`config.mk`:
```
export PLATFORM = sky130hd
export DESIGN_NAME = execute_stage
export DESIGN_NICKNAME = d
export VERILOG_FILES = /design/src/rtl/execute_stage.sv
export SDC_FILE = /design/constraint.sdc
export NUM_CORES = 1
export LEC_CHECK = 0
export BUFFER_PORTS_ARGS = -buffer_cell sky130_fd_sc_hd__buf_2
export CELL_PAD_IN_SITES_DETAIL_PLACEMENT = 0
export CELL_PAD_IN_SITES_GLOBAL_PLACEMENT = 1
export CORE_MARGIN = 2
export CORE_UTILIZATION = 46
export DETAILED_ROUTE_END_ITERATION = 6
export MAX_ROUTING_LAYER = met4
export PLACE_DENSITY = 0.95
export RECOVER_POWER = 50
export SKIP_LAST_GASP = 1
export SLEW_MARGIN = 20
export SYNTH_ARGS = -nofsm -noshare
export SYNTH_HDL_FRONTEND = slang
export SYNTH_SLANG_ARGS = --single-unit
```
`constraint.sdc`:
```
create_clock -name clk -period 6.6 [get_ports clk]
set_input_delay 0.66 -clock clk [delete_from_list [all_inputs] [get_ports clk]]
set_output_delay 0.66 -clock clk [all_outputs]
set_load 0.01 [all_outputs]
```
`src/rtl/execute_stage.sv`:
```
// EX stage: ID/EX latch, ALU/address/branch evaluation, 32-cycle shift-add multiplier
// and sticky halt capture. Results are registered for the memory-access stage.
module execute_stage #(
  parameter int unsigned XLEN       = 32,
  parameter int unsigned MUL_CYCLES = 32
) (
  input  logic            clk,
  input  logic            rst,
  input  logic            in_valid,
  output logic            ex_ready,
  input  logic [XLEN-1:0] A,
  input  logic [XLEN-1:0] B,
  input  logic [XLEN-1:0] D,
  input  logic [XLEN-1:0] Imm,
  input  logic [XLEN-1:0] NPC_id,
  input  logic [XLEN-1:0] IR_id,
  input  logic            hlt,
  output logic            ex_valid,
  output logic [XLEN-1:0] ALUOut,
  output logic [XLEN-1:0] store_data,
  output logic [XLEN-1:0] IR_ex,
  output logic [XLEN-1:0] NPC_ex,
  output logic            cond,
  output logic [XLEN-1:0] br_target,
  output logic            hlt_ex
);

  localparam int unsigned CntW = $clog2(MUL_CYCLES) + 1;

  localparam logic [5:0] OpAdd  = 6'h00;
  localparam logic [5:0] OpSub  = 6'h01;
  localparam logic [5:0] OpAnd  = 6'h02;
  localparam logic [5:0] OpOr   = 6'h03;
  localparam logic [5:0] OpXor  = 6'h04;
  localparam logic [5:0] OpSlt  = 6'h05;
  localparam logic [5:0] OpMul  = 6'h06;
  localparam logic [5:0] OpAddi = 6'h08;
  localparam logic [5:0] OpSubi = 6'h09;
  localparam logic [5:0] OpSlti = 6'h0A;
  localparam logic [5:0] OpLw   = 6'h0B;
  localparam logic [5:0] OpSw   = 6'h0C;
  localparam logic [5:0] OpBeqz = 6'h0D;
  localparam logic [5:0] OpBnez = 6'h0E;
  localparam logic [5:0] OpHlt  = 6'h3F;

  typedef enum logic [1:0] {StIdle, StMulBusy, StHalted} state_e;

  state_e          r_state;
  state_e          w_state_next;

  logic [XLEN-1:0] r_alu_out;
  logic [XLEN-1:0] r_store_data;
  logic [XLEN-1:0] r_ir;
  logic [XLEN-1:0] r_npc;
  logic [XLEN-1:0] r_br_target;
  logic            r_cond;
  logic            r_ex_valid;
  logic            r_hlt;

  // Multiplier working registers plus the MUL's pass-through fields, held until completion
  logic [XLEN-1:0] r_mcand;
  logic [XLEN-1:0] r_mplier;
  logic [XLEN-1:0] r_acc;
  logic [CntW-1:0] r_cnt;
  logic [XLEN-1:0] r_mul_ir;
  logic [XLEN-1:0] r_mul_npc;
  logic [XLEN-1:0] r_mul_d;
  logic [XLEN-1:0] r_mul_br;

  logic [5:0]      w_opcode;
  logic            w_accept;
  logic            w_is_hlt;
  logic            w_is_mul;
  logic            w_mul_done;
  logic            w_cond;
  logic [XLEN-1:0] w_alu;
  logic [XLEN-1:0] w_br_target;
  logic [XLEN-1:0] w_partial;

  assign ex_ready = (r_state == StIdle);

  always_comb begin
    w_opcode    = IR_id[31:26];
    w_accept    = in_valid && ex_ready;
    w_is_hlt    = hlt || (w_opcode == OpHlt);
    w_is_mul    = !w_is_hlt && (w_opcode == OpMul);
    w_br_target = NPC_id + Imm;
    w_mul_done  = (r_state == StMulBusy) && (r_cnt == CntW'(MUL_CYCLES - 1));
    w_partial   = r_mplier[0] ? (r_acc + r_mcand) : r_acc;
  end

  always_comb begin
    w_alu  = '0;
    w_cond = 1'b0;
    unique case (w_opcode)
      OpAdd:       w_alu = A + B;
      OpSub:       w_alu = A - B;
      OpAnd:       w_alu = A & B;
      OpOr:        w_alu = A | B;
      OpXor:       w_alu = A ^ B;
      OpSlt:       w_alu = {{(XLEN-1){1'b0}}, ($signed(A) < $signed(B))};
      OpAddi:      w_alu = A + Imm;
      OpSubi:      w_alu = A - Imm;
      OpSlti:      w_alu = {{(XLEN-1){1'b0}}, ($signed(A) < $signed(Imm))};
      OpLw, OpSw:  w_alu = A + Imm;
      OpBeqz: begin
        w_alu  = w_br_target;
        w_cond = (A == '0);
      end
      OpBnez: begin
        w_alu  = w_br_target;
        w_cond = (A != '0);
      end
      default:     w_alu = '0;
    endcase
    // The hlt flag overrides whatever the opcode decodes to
    if (w_is_hlt) begin
      w_alu  = '0;
      w_cond = 1'b0;
    end
  end

  always_comb begin
    w_state_next = r_state;
    unique case (r_state)
      StIdle: begin
        if (w_accept && w_is_hlt) begin
          w_state_next = StHalted;
        end else if (w_accept && w_is_mul) begin
          w_state_next = StMulBusy;
        end
      end
      StMulBusy: if (w_mul_done) w_state_next = StIdle;
      StHalted:  w_state_next = StHalted;
      default:   w_state_next = StIdle;
    endcase
  end

  always_ff @(posedge clk) begin
    if (rst) begin
      r_state <= StIdle;
    end else begin
      r_state <= w_state_next;
    end
  end

  always_ff @(posedge clk) begin
    if (rst) begin
      r_alu_out    <= '0;
      r_store_data <= '0;
      r_ir         <= '0;
      r_npc        <= '0;
      r_br_target  <= '0;
      r_cond       <= 1'b0;
      r_ex_valid   <= 1'b0;
      r_hlt        <= 1'b0;
      r_mcand      <= '0;
      r_mplier     <= '0;
      r_acc        <= '0;
      r_cnt        <= '0;
      r_mul_ir     <= '0;
      r_mul_npc    <= '0;
      r_mul_d      <= '0;
      r_mul_br     <= '0;
    end else begin
      r_ex_valid <= 1'b0;
      unique case (r_state)
        StIdle: begin
          if (w_accept && w_is_mul) begin
            r_mcand   <= A;
            r_mplier  <= B;
            r_acc     <= '0;
            r_cnt     <= '0;
            r_mul_ir  <= IR_id;
            r_mul_npc <= NPC_id;
            r_mul_d   <= D;
            r_mul_br  <= w_br_target;
          end else if (w_accept) begin
            r_alu_out    <= w_alu;
            r_store_data <= D;
            r_ir         <= IR_id;
            r_npc        <= NPC_id;
            r_br_target  <= w_br_target;
            r_cond       <= w_cond;
            r_ex_valid   <= 1'b1;
            if (w_is_hlt) r_hlt <= 1'b1;
          end
        end
        StMulBusy: begin
          r_acc    <= w_partial;
          r_mcand  <= r_mcand << 1;
          r_mplier <= r_mplier >> 1;
          r_cnt    <= r_cnt + CntW'(1);
          if (w_mul_done) begin
            r_alu_out    <= w_partial;
            r_store_data <= r_mul_d;
            r_ir         <= r_mul_ir;
            r_npc        <= r_mul_npc;
            r_br_target  <= r_mul_br;
            r_cond       <= 1'b0;
            r_ex_valid   <= 1'b1;
          end
        end
        default: ;
      endcase
    end
  end

  assign ALUOut     = r_alu_out;
  assign store_data = r_store_data;
  assign IR_ex      = r_ir;
  assign NPC_ex     = r_npc;
  assign br_target  = r_br_target;
  assign cond       = r_cond;
  assign ex_valid   = r_ex_valid;
  assign hlt_ex     = r_hlt;

endmodule

```
; ---- Yosys cells after proc, flatten, opt, wreduce, memory -nomap -nowiden
; Cells that the tools add are included.
[op_classes]
n_addsub = 7
order_cmp = 2
eq_ne = 22
n_mux = 45
bitwise = 4
n_reduce_logical = 19
[op_table]
columns = cell, n
row1 = $mux 32, 20
row2 = $pmux 32 s2, 8
row3 = $pmux 32 s10, 1
row4 = $add 32x32->32, 4
row5 = $lt 32x32->1, 2
row6 = $sub 32x32->32, 2
row7 = $eq 6x4->1 const B, 7
row8 = $and 32x32->32, 1
row9 = $logic_not 32->1, 1
row10 = $or 32x32->32, 1
row11 = $reduce_bool 32->1, 1
row12 = $xor 32x32->32, 1
row13 = $eq 6x3->1 const B, 3
row14 = $eq 6x2->1 const B, 2
row15 = $pmux 6 s2, 1
row16 = $reduce_and 4->1, 2
row17 = $mux 1, 7
row18 = $add 6x1->6 const B, 1
row19 = $eq 6x1->1 const B, 1
row20 = $eq 6x5->1 const B, 1
row21 = $eq 6x6->1 const B, 1
row22 = $logic_not 6->1, 1
row23 = $mux 2, 3
row24 = $mux 6, 1
row25 = other kinds (16), 26
[totals]
ff_bits = 395
out_inout_bits = 164
word_cells = 116

; ---- Depth between registers and ports, before layout
; Gate-level depths: netlist (run 1).
[logic_depth]
word_depth = 8
depth_mapped = 19
mapped_depth_nobuf = 16

; ---- Worst setup path before layout (run 1)
; OpenSTA, ideal clock, no wires.
[synth_path]
kind = input -> register
startpoint = input port IR_id[28]
endpoint = register r_alu_out[30], in the netlist ALUOut[30]
setup_time_ns = 0.125
arrival_ns = 4.242
t_required_ns = 6.475
path_slack_ns = 2.233
cell_stages = 16
path_buffers = 1
path_cell_list = clkbuf_1 > nor2_1 > o211ai_1 > mux2_2 > ha_1 > fa_1 > nand3_1 > a21oi_1 > o211ai_1 > o21ai_1 > a41oi_1 > o41ai_1 > xor2_1 > a2111oi_0 > o221ai_1 > o2bb2ai_1
[synth_via]
elab_chain_cells = 7
elab_cells_between_ends = 28
classes_between = eq/ne: 15 / mux: 5 / reduce/logical: 8
[synth_lines]
columns = item, line_no
row1 = "start, declared", 16  ; input logic [XLEN-1:0] IR_id,
row2 = $eq 6x4->1 or $eq 6x6->1 (tied branches), "95, 85"
row3 = $reduce_or 3->1 (no source line) (tied with other cells), n/a
row4 = $pmux 32 s10 or $logic_not 1->1 (tied branches), "95, 86"
row5 = $mux 32 or $logic_and 1x1->1 (tied branches), "117, 86"
row6 = $mux 32 or $logic_and 1x1->1 (tied branches), "178, 169"
row7 = $mux 32 or $ne 2x2->1 (tied branches), n/a
row8 = $pmux 32 s2 or $reduce_and 4->1 (tied branches), n/a
row9 = "end signal, assigned", 179  ; r_alu_out <= w_alu;
row10 = "end signal, assigned", 195  ; r_alu_out <= w_partial;
row11 = "end, declared", 51  ; logic [XLEN-1:0] r_alu_out;
; Parallel ways exist; a longest one is shown, timed or not. The select of a mux whose other input is x is not followed.
; A chain may end at the register's enable or synchronous reset.

; ---- Final worst setup path (run 1)
[layout_path]
startpoint = input port IR_id[31]
endpoint = register r_acc[0]
[layout_via]
elab_chain_cells = 7
elab_cells_between_ends = 8
classes_between = eq/ne: 3 / reduce/logical: 5
[layout_lines]
columns = item, line_no
row1 = $eq 6x6->1, 85  ; w_is_hlt = hlt || (w_opcode == OpHlt);
row2 = $logic_or 1x1->1, 85
row3 = $logic_not 1->1, 86  ; w_is_mul = !w_is_hlt && (w_opcode == OpMul);
row4 = $logic_and 1x1->1 *, 86
row5 = $logic_and 1x1->1 *, 169  ; if (w_accept && w_is_mul) begin
row6 = $ne 2x1->1 (no source line) *, n/a
row7 = $reduce_and 2->1 (no source line) *, n/a
row8 = "end signal, assigned", 190  ; r_acc <= w_partial;
row9 = "end, declared", 63  ; logic [XLEN-1:0] r_acc;
; Mark *: on every way between the ends. The rest lies on a longest branch, timed or not.

==> impl_metrics.ini, run 1 <==
[sta]
fmax_ghz = 0.185
hold_violations = 0
timing.final.crit_period_ps = 5410
skew_ps = 27.7
tns_ps = 0
fin_ws_ps = 1190
relSlewSlack_pct = -149
finalSetupViolCount = 0
maxSlewViolCount = 449
worst_pin_slew_ps = 3730
rsz0062_at_grt = no
fin_crit_sh_pct = 81.9

[worst_setup_path]
cp-end-kind = flop
required_ps = 6980
cp_data_arrival_time_ps = 5790
cp-startpoint = IR_id[31]
start_kind = input port
endpoint = r_acc[0]$_SDFFE_PP0P_
reg2reg_to = r_acc[0]$_SDFFE_PP0P_
r2r_setup_slack_ps = 2050
crit_path_max_fanout = 63
crit_type = input port to flop
reg2reg_depth = 6
r2r_start = r_state[1]$_SDFFE_PP0P_

[power_and_ir_drop]
comb_power_share_pct = 22.3
power.density_nw_per_um2 = 222
vdd_drop_max_uv = 196
power_frac_clock_pct = 39.3
p_total_mw = 6.60
p_sw_mw = 2.13
seqPwrFrac_pct = 38.4
p_leak_nw = 12.2
p_sw_share_pct = 32.3
p_int_mw = 4.46

[cts]
clk_latency_ps = 620
htreeDepth = 2
cts_buffer_depth = 3
cts_resized = 0
cts_tree = done
clkTransAtPathRegs_ps = 60
clockRootBuffer = clkbuf_16
numCtsBuffers = 45
postCtsSetupRepairBufs = 0
hold_buffers = 0
cts.sinks = 395

[floorplanning]
core_sq_um = 56400
ioPinCount = 360
die_h_microns = 243
core.rowCount = 87
dieArea_sq_um = 58900
initial_core_util_pct = 46.5
fp.dieW_microns = 243

[synth]
synth-edff-count = 0
netlist.area_leader.share_pct = 30.2
avgSynthCellArea_sq_um = 7.45
yosys_warnings = 0
synth-main-ff-cell = dfxtp_1
ys_top_cells_by_area = dfxtp_1 30%, ha_1 11%, nand2_1 9.8%
ys_seq_area_share_pct = 30.2
synthCells = 3517
synthArstFlopShare_pct = 0
synth_nets = 3947
synth_top_area_cell = dfxtp_1
ys_ff_latch = 395
netlist_area_sq_um = 26200
synth_cell_types = 83

[detailed_routing]
via_per_inst = 6.09
wl_met3_mm = 10.3
drt_first_iter_violations = 3228
routed_wl_mm = 104
wl_per_cell_microns = 23.0
wl_met1_mm = 42.7
maxUsedRoutingLayer = met4
antenna_left = 0
drc_errors = 0
vias = 27600
wl_met2_mm = 45.7
drt_pass1_iterations = 6

[global_route]
grt_pass1_wl_mm = 155
antenna_found_initial = 14
grt-ovfl-total = 0
track_usage_pct = 34.9
grt_max_degree = 140
grt_pass1_vias = 25500

[cells_and_area]
drive_above_1_share_pct = 8.48
final_cell_mix = 686 x nand2_1, 394 x dfxtp_1, 381 x a21oi_1, 323 x nor2_1, 229 x ha_1
final-seq-area_sq_um = 7910
final_nets = 4161
final_common_cell = nand2_1
stdcell_area_sq_um = 29700
syn2layout_area_growth_pct = 13.4
multi_input_area_sq_um = 16900
fillers = 5771

[status]
violations = max-capacitance violations, max-slew violations
status = complete, but fails checks

[flow_run]
drv_cap = 5

[place]
dp_worst_setup_slack_ps = 1260
gp_congestion = 1.05
placed_area_sq_um = 28400
io_buffers = 359
dp_hpwl_mm = 76.5

[worst_hold_path]
hp-class = input port to flop
[stage by stage]
step,hold WS (ps),utilization [%],std cells
3_5_place_dp,445,50.4,4440
2_1_floorplan,437,-,3517
5_1_grt,273,52.7,4532
6_report,289,52.7,4532
3_3_place_gp,436,50.4,4440
4_1_cts,259,53.1,4519
[worst min-delay path by stage]
stage	from	endpoint	slack, ps	cells past startpoint
3_5_place_dp	br_target[1]$_SDFFE_PP0P_	br_target[1]$_SDFFE_PP0P_	450	2
3_3_place_gp	br_target[1]$_SDFFE_PP0P_	br_target[1]$_SDFFE_PP0P_	440	2
5_1_grt	D[0]	r_mul_d[0]$_SDFFE_PP0P_	270	3
2_1_floorplan	r_mul_br[0]$_SDFFE_PP0P_	r_mul_br[0]$_SDFFE_PP0P_	440	2
4_1_cts	D[2]	r_mul_d[2]$_SDFFE_PP0P_	260	3
6_report	IR_id[19]	r_mul_ir[19]$_SDFFE_PP0P_	290	3
[cells in the mapped netlist (68+ instances only)]
cell and count:
a21oi_1 382, xnor2_1 84, ha_1 229, dfxtp_1 395, clkbuf_1 209, a22oi_1 85, inv_1 144, a21o_1 68
a311oi_1 123, o21ai_0 120, nor2_1 324, nand2_1 685
[registers in the layout, indices dropped and copies added (netlist names), 2 cells and up]
register    flops
r_cnt           6
r_mcand        32
IR_ex          32
store_data     32
NPC_ex         32
r_mul_npc      32
r_mul_d        32
r_mplier       32
r_mul_br       32
r_mul_ir       32
br_target      32
r_state         2
ALUOut         32
r_acc          32
[power groups by stage]
stage	logic, mW	registers, mW	clock network, mW
after floorplan	0.858	2.61	0
after global placement	1.46	2.58	0
after detailed placement	1.45	2.58	0
after CTS	1.46	2.53	2.62
after global routing	1.58	2.54	2.72
final	1.47	2.53	2.59
[metal layers]
layer / global-route usage, % / vias up
li1: - / 13000
met1: 44.3 / 13000
met2: 52.6 / 1358
met3: 7.72 / 299
met4: 16.6 / 0
met5: - / -
[cell families after synthesis]
family,after synthesis,share of synthesized area (%)
AND/OR/NAND/NOR,1250,19.9
AO/OA/AOI/OAI,1114,28.0
flip-flops,395,30.2
buffers and inverters,371,5.38
adder cells (fa/ha/maj),234,11.3
XOR/XNOR,130,4.34
multiplexers,23,0.907
[final cells by class]
| type | instances | share of cell area [%] |
|---|---|---|
| Antenna cell | 13 | 0.109 |
| Multi-Input combinational cell | 2751 | 57.0 |
| Sequential cell | 395 | 26.6 |
| Clock inverter | 16 | 0.842 |
| Timing Repair Buffer | 393 | 6.21 |
| Tap cell | 756 | 3.18 |
| Inverter | 145 | 1.83 |
| Clock buffer | 63 | 4.22 |
[worst max-delay path, cell delays in order]
cell and delay [ps]:
clkbuf_1 110, nor2_1 590, nand2_1 270, nor3_1 500, nand3_1 1940, nand2_1 870, o21ai_1 480, a22oi_1 300
nor2_1 60
(Power assumes the default switching activity.)
==> inputs of run 2 (changes only) <==
CORE_UTILIZATION = 43   (was 46)
PLACE_DENSITY = 0.92   (was 0.95)
clock period = 5.3 ns   (was 6.6 ns; I/O delays follow)
==> run 2 against run 1 <==
The run still ends with max-capacitance violations, max-slew violations left. Non-clock buffer count increased by 12. Sequential cell count stayed put. Total power grew 27%. Cell count grew 0.90%. Global-route usage fell by 0.36 points. Routed wire length rose by 5.2%. Critical path depth fell by 6. Setup slack got worse by 440 ps. Clock-buffer cell count fell by 2. Via count up 0.36%. Hold slack worse by 120 ps. Sequential share of layout area fell by 0.25 points. Critical path type unchanged. Critical endpoint is now br_target[10]$_SDFFE_PP0P_. Largest power group unchanged. Highest routed layer unchanged.
==> impl_metrics.ini, run 2 (synthesis results as in run 1) <==
[sta]
relSlewSlack_pct = -172
tns_ps = 0
maxSlewViolCount = 282
skew_ps = 24.8
timing.final.crit_period_ps = 4550
fmax_ghz = 0.220
rsz0062_at_grt = no
fin_crit_sh_pct = 85.8
hold_violations = 0
worst_pin_slew_ps = 4080
finalSetupViolCount = 0

[worst_hold_path]
min_from = IR_id[19]
hold_depth = 3
min_to = r_mul_ir[19]$_SDFFE_PP0P_
hp-class = input port to flop

[cells_and_area]
final_cell_mix = 685 x nand2_1, 395 x dfxtp_1, 381 x a21oi_1, 323 x nor2_1, 229 x ha_1
final_common_cell = nand2_1
drive_above_1_share_pct = 9.08
syn2layout_area_growth_pct = 14.5
final_util_pct = 49.7
final_nets = 4174
fillers = 6154

[global_route]
antenna_found_initial = 11
grt_pass1_vias = 25400
grt_max_degree = 163
grt-ovfl-total = 0
track_usage_pct = 34.5
grt_pass1_wl_mm = 161

[flow_run]
drv_cap = 4

[power_and_ir_drop]
comb_power_share_pct = 22.4
p_sw_share_pct = 32.3
p_sw_mw = 2.72
power_frac_clock_pct = 40.1
seqPwrFrac_pct = 37.5
vdd_drop_max_uv = 222
power.density_nw_per_um2 = 280
p_leak_nw = 12.3
p_int_mw = 5.69

[cts]
numCtsBuffers = 46
hold_buffers = 0
cts_buffer_depth = 3
clk_latency_ps = 610
postCtsSetupRepairBufs = 0
cts.sinks = 395
cts_resized = 0
clkTransAtPathRegs_ps = 60
clockRootBuffer = clkbuf_16
cts_tree = done
htreeDepth = 2

[worst_setup_path]
slowest_stage = clkbuf_1
reg2reg_to = r_mul_npc[14]$_SDFFE_PP0P_
required_ps = 5570
r2r_start = r_state[1]$_SDFFE_PP0P_
cp-end-kind = flop
reg2reg_depth = 6
crit_type = input port to flop
worstPathCellList = clkbuf_4, clkbuf_1, a311oi_1
cp_data_arrival_time_ps = 4820
crit_path_max_fanout = 130
start_kind = input port
r2r_setup_slack_ps = 1270
max_stage_delay_ps = 2930

[floorplanning]
core.rowCount = 90
ioPinCount = 360
fp.dieW_microns = 251
initial_core_util_pct = 43.4
dieArea_sq_um = 62900
core_sq_um = 60400
die_h_microns = 251

[status]
status = complete, but fails checks
violations = max-capacitance violations, max-slew violations

[place]
io_buffers = 359
gp_congestion = 1.03
dp_hpwl_mm = 82.3

[detailed_routing]
via_per_inst = 6.05
drt_pass1_iterations = 5
wl_per_cell_microns = 24.0
antenna_left = 0
vias = 27700
drt_first_iter_violations = 2928
drc_errors = 0
routed_wl_mm = 110
## run 2: changes by cell type in the layout (fill, tap and decap cells not counted), moves of 3 or more
cell,change
clkbuf_8,+3
clkinv_2,+3
buf_12,+3
buf_4,+8
clkbuf_1,-7
## run 2: power by group through the flow
stage                     registers (mW)  logic, mW  clock network [mW]
after floorplan                     3.25       1.07                   0
after global placement              3.21       1.87                   0
after detailed placement            3.21       1.86                   0
after CTS                           3.15       1.87                3.41
after global routing                3.16       2.02                3.54
final                               3.15       1.88                3.37
## run 2: layout make-up
class | instances | area [sq um] | share of cell area (%)
Antenna cell | 13 | 32.5 | 0.108
Clock buffer | 61 | 1300 | 4.33
Clock inverter | 21 | 297 | 0.988
Inverter | 145 | 544 | 1.81
Multi-Input combinational cell | 2751 | 17000 | 56.5
Sequential cell | 395 | 7910 | 26.4
Tap cell | 782 | 978 | 3.26
Timing Repair Buffer | 405 | 1980 | 6.59
## run 2: how the worst max path moves through the flow
stage                    from  slack, ps                    endpoint  depth (start not counted)
floorplan           IR_id[28]       1060     ALUOut[30]$_SDFFE_PP0P_                         16
global placement    IR_id[27]        560     ALUOut[30]$_SDFFE_PP0P_                         19
detailed placement  IR_id[27]        510     ALUOut[30]$_SDFFE_PP0P_                         19
CTS                 IR_id[27]       1150     ALUOut[30]$_SDFFE_PP0P_                         19
global route        IR_id[27]        290     ALUOut[30]$_SDFFE_PP0P_                         19
finish                    rst        750  br_target[10]$_SDFFE_PP0P_                          3
## run 2: routing by layer
layer	share of wire [%]	vias to the layer above	GRT usage (%)	wire length, microns
li1	-	13000	-	-
met1	42	13200	44.4	45700
met2	45	1235	53.7	49400
met3	9.0	243	6.33	9900
met4	4.3	0	13.7	4740
met5	0	-	-	0
## run 2: worst max-delay path: cells and delay by family
family	cells	cell delay [ps]
compound gates	1	70
buf+inv	2	4070
## run 2: stage by stage
| step | hold slack, ps | power (mW) | std cells | worst slack (ps) | instance area [sq um] |
|---|---|---|---|---|---|
| after floorplan | 437 | 4.32 | 3517 | 1060 | 26200 |
| after global placement | 442 | 5.08 | 4478 | 559 | 28600 |
| after detailed placement | 447 | 5.07 | 4478 | 506 | 28600 |
| after CTS | 151 | 8.43 | 4560 | 1150 | 30200 |
| after global routing | 166 | 8.72 | 4571 | 290 | 30000 |
| final | 172 | 8.41 | 4573 | 750 | 30000 |
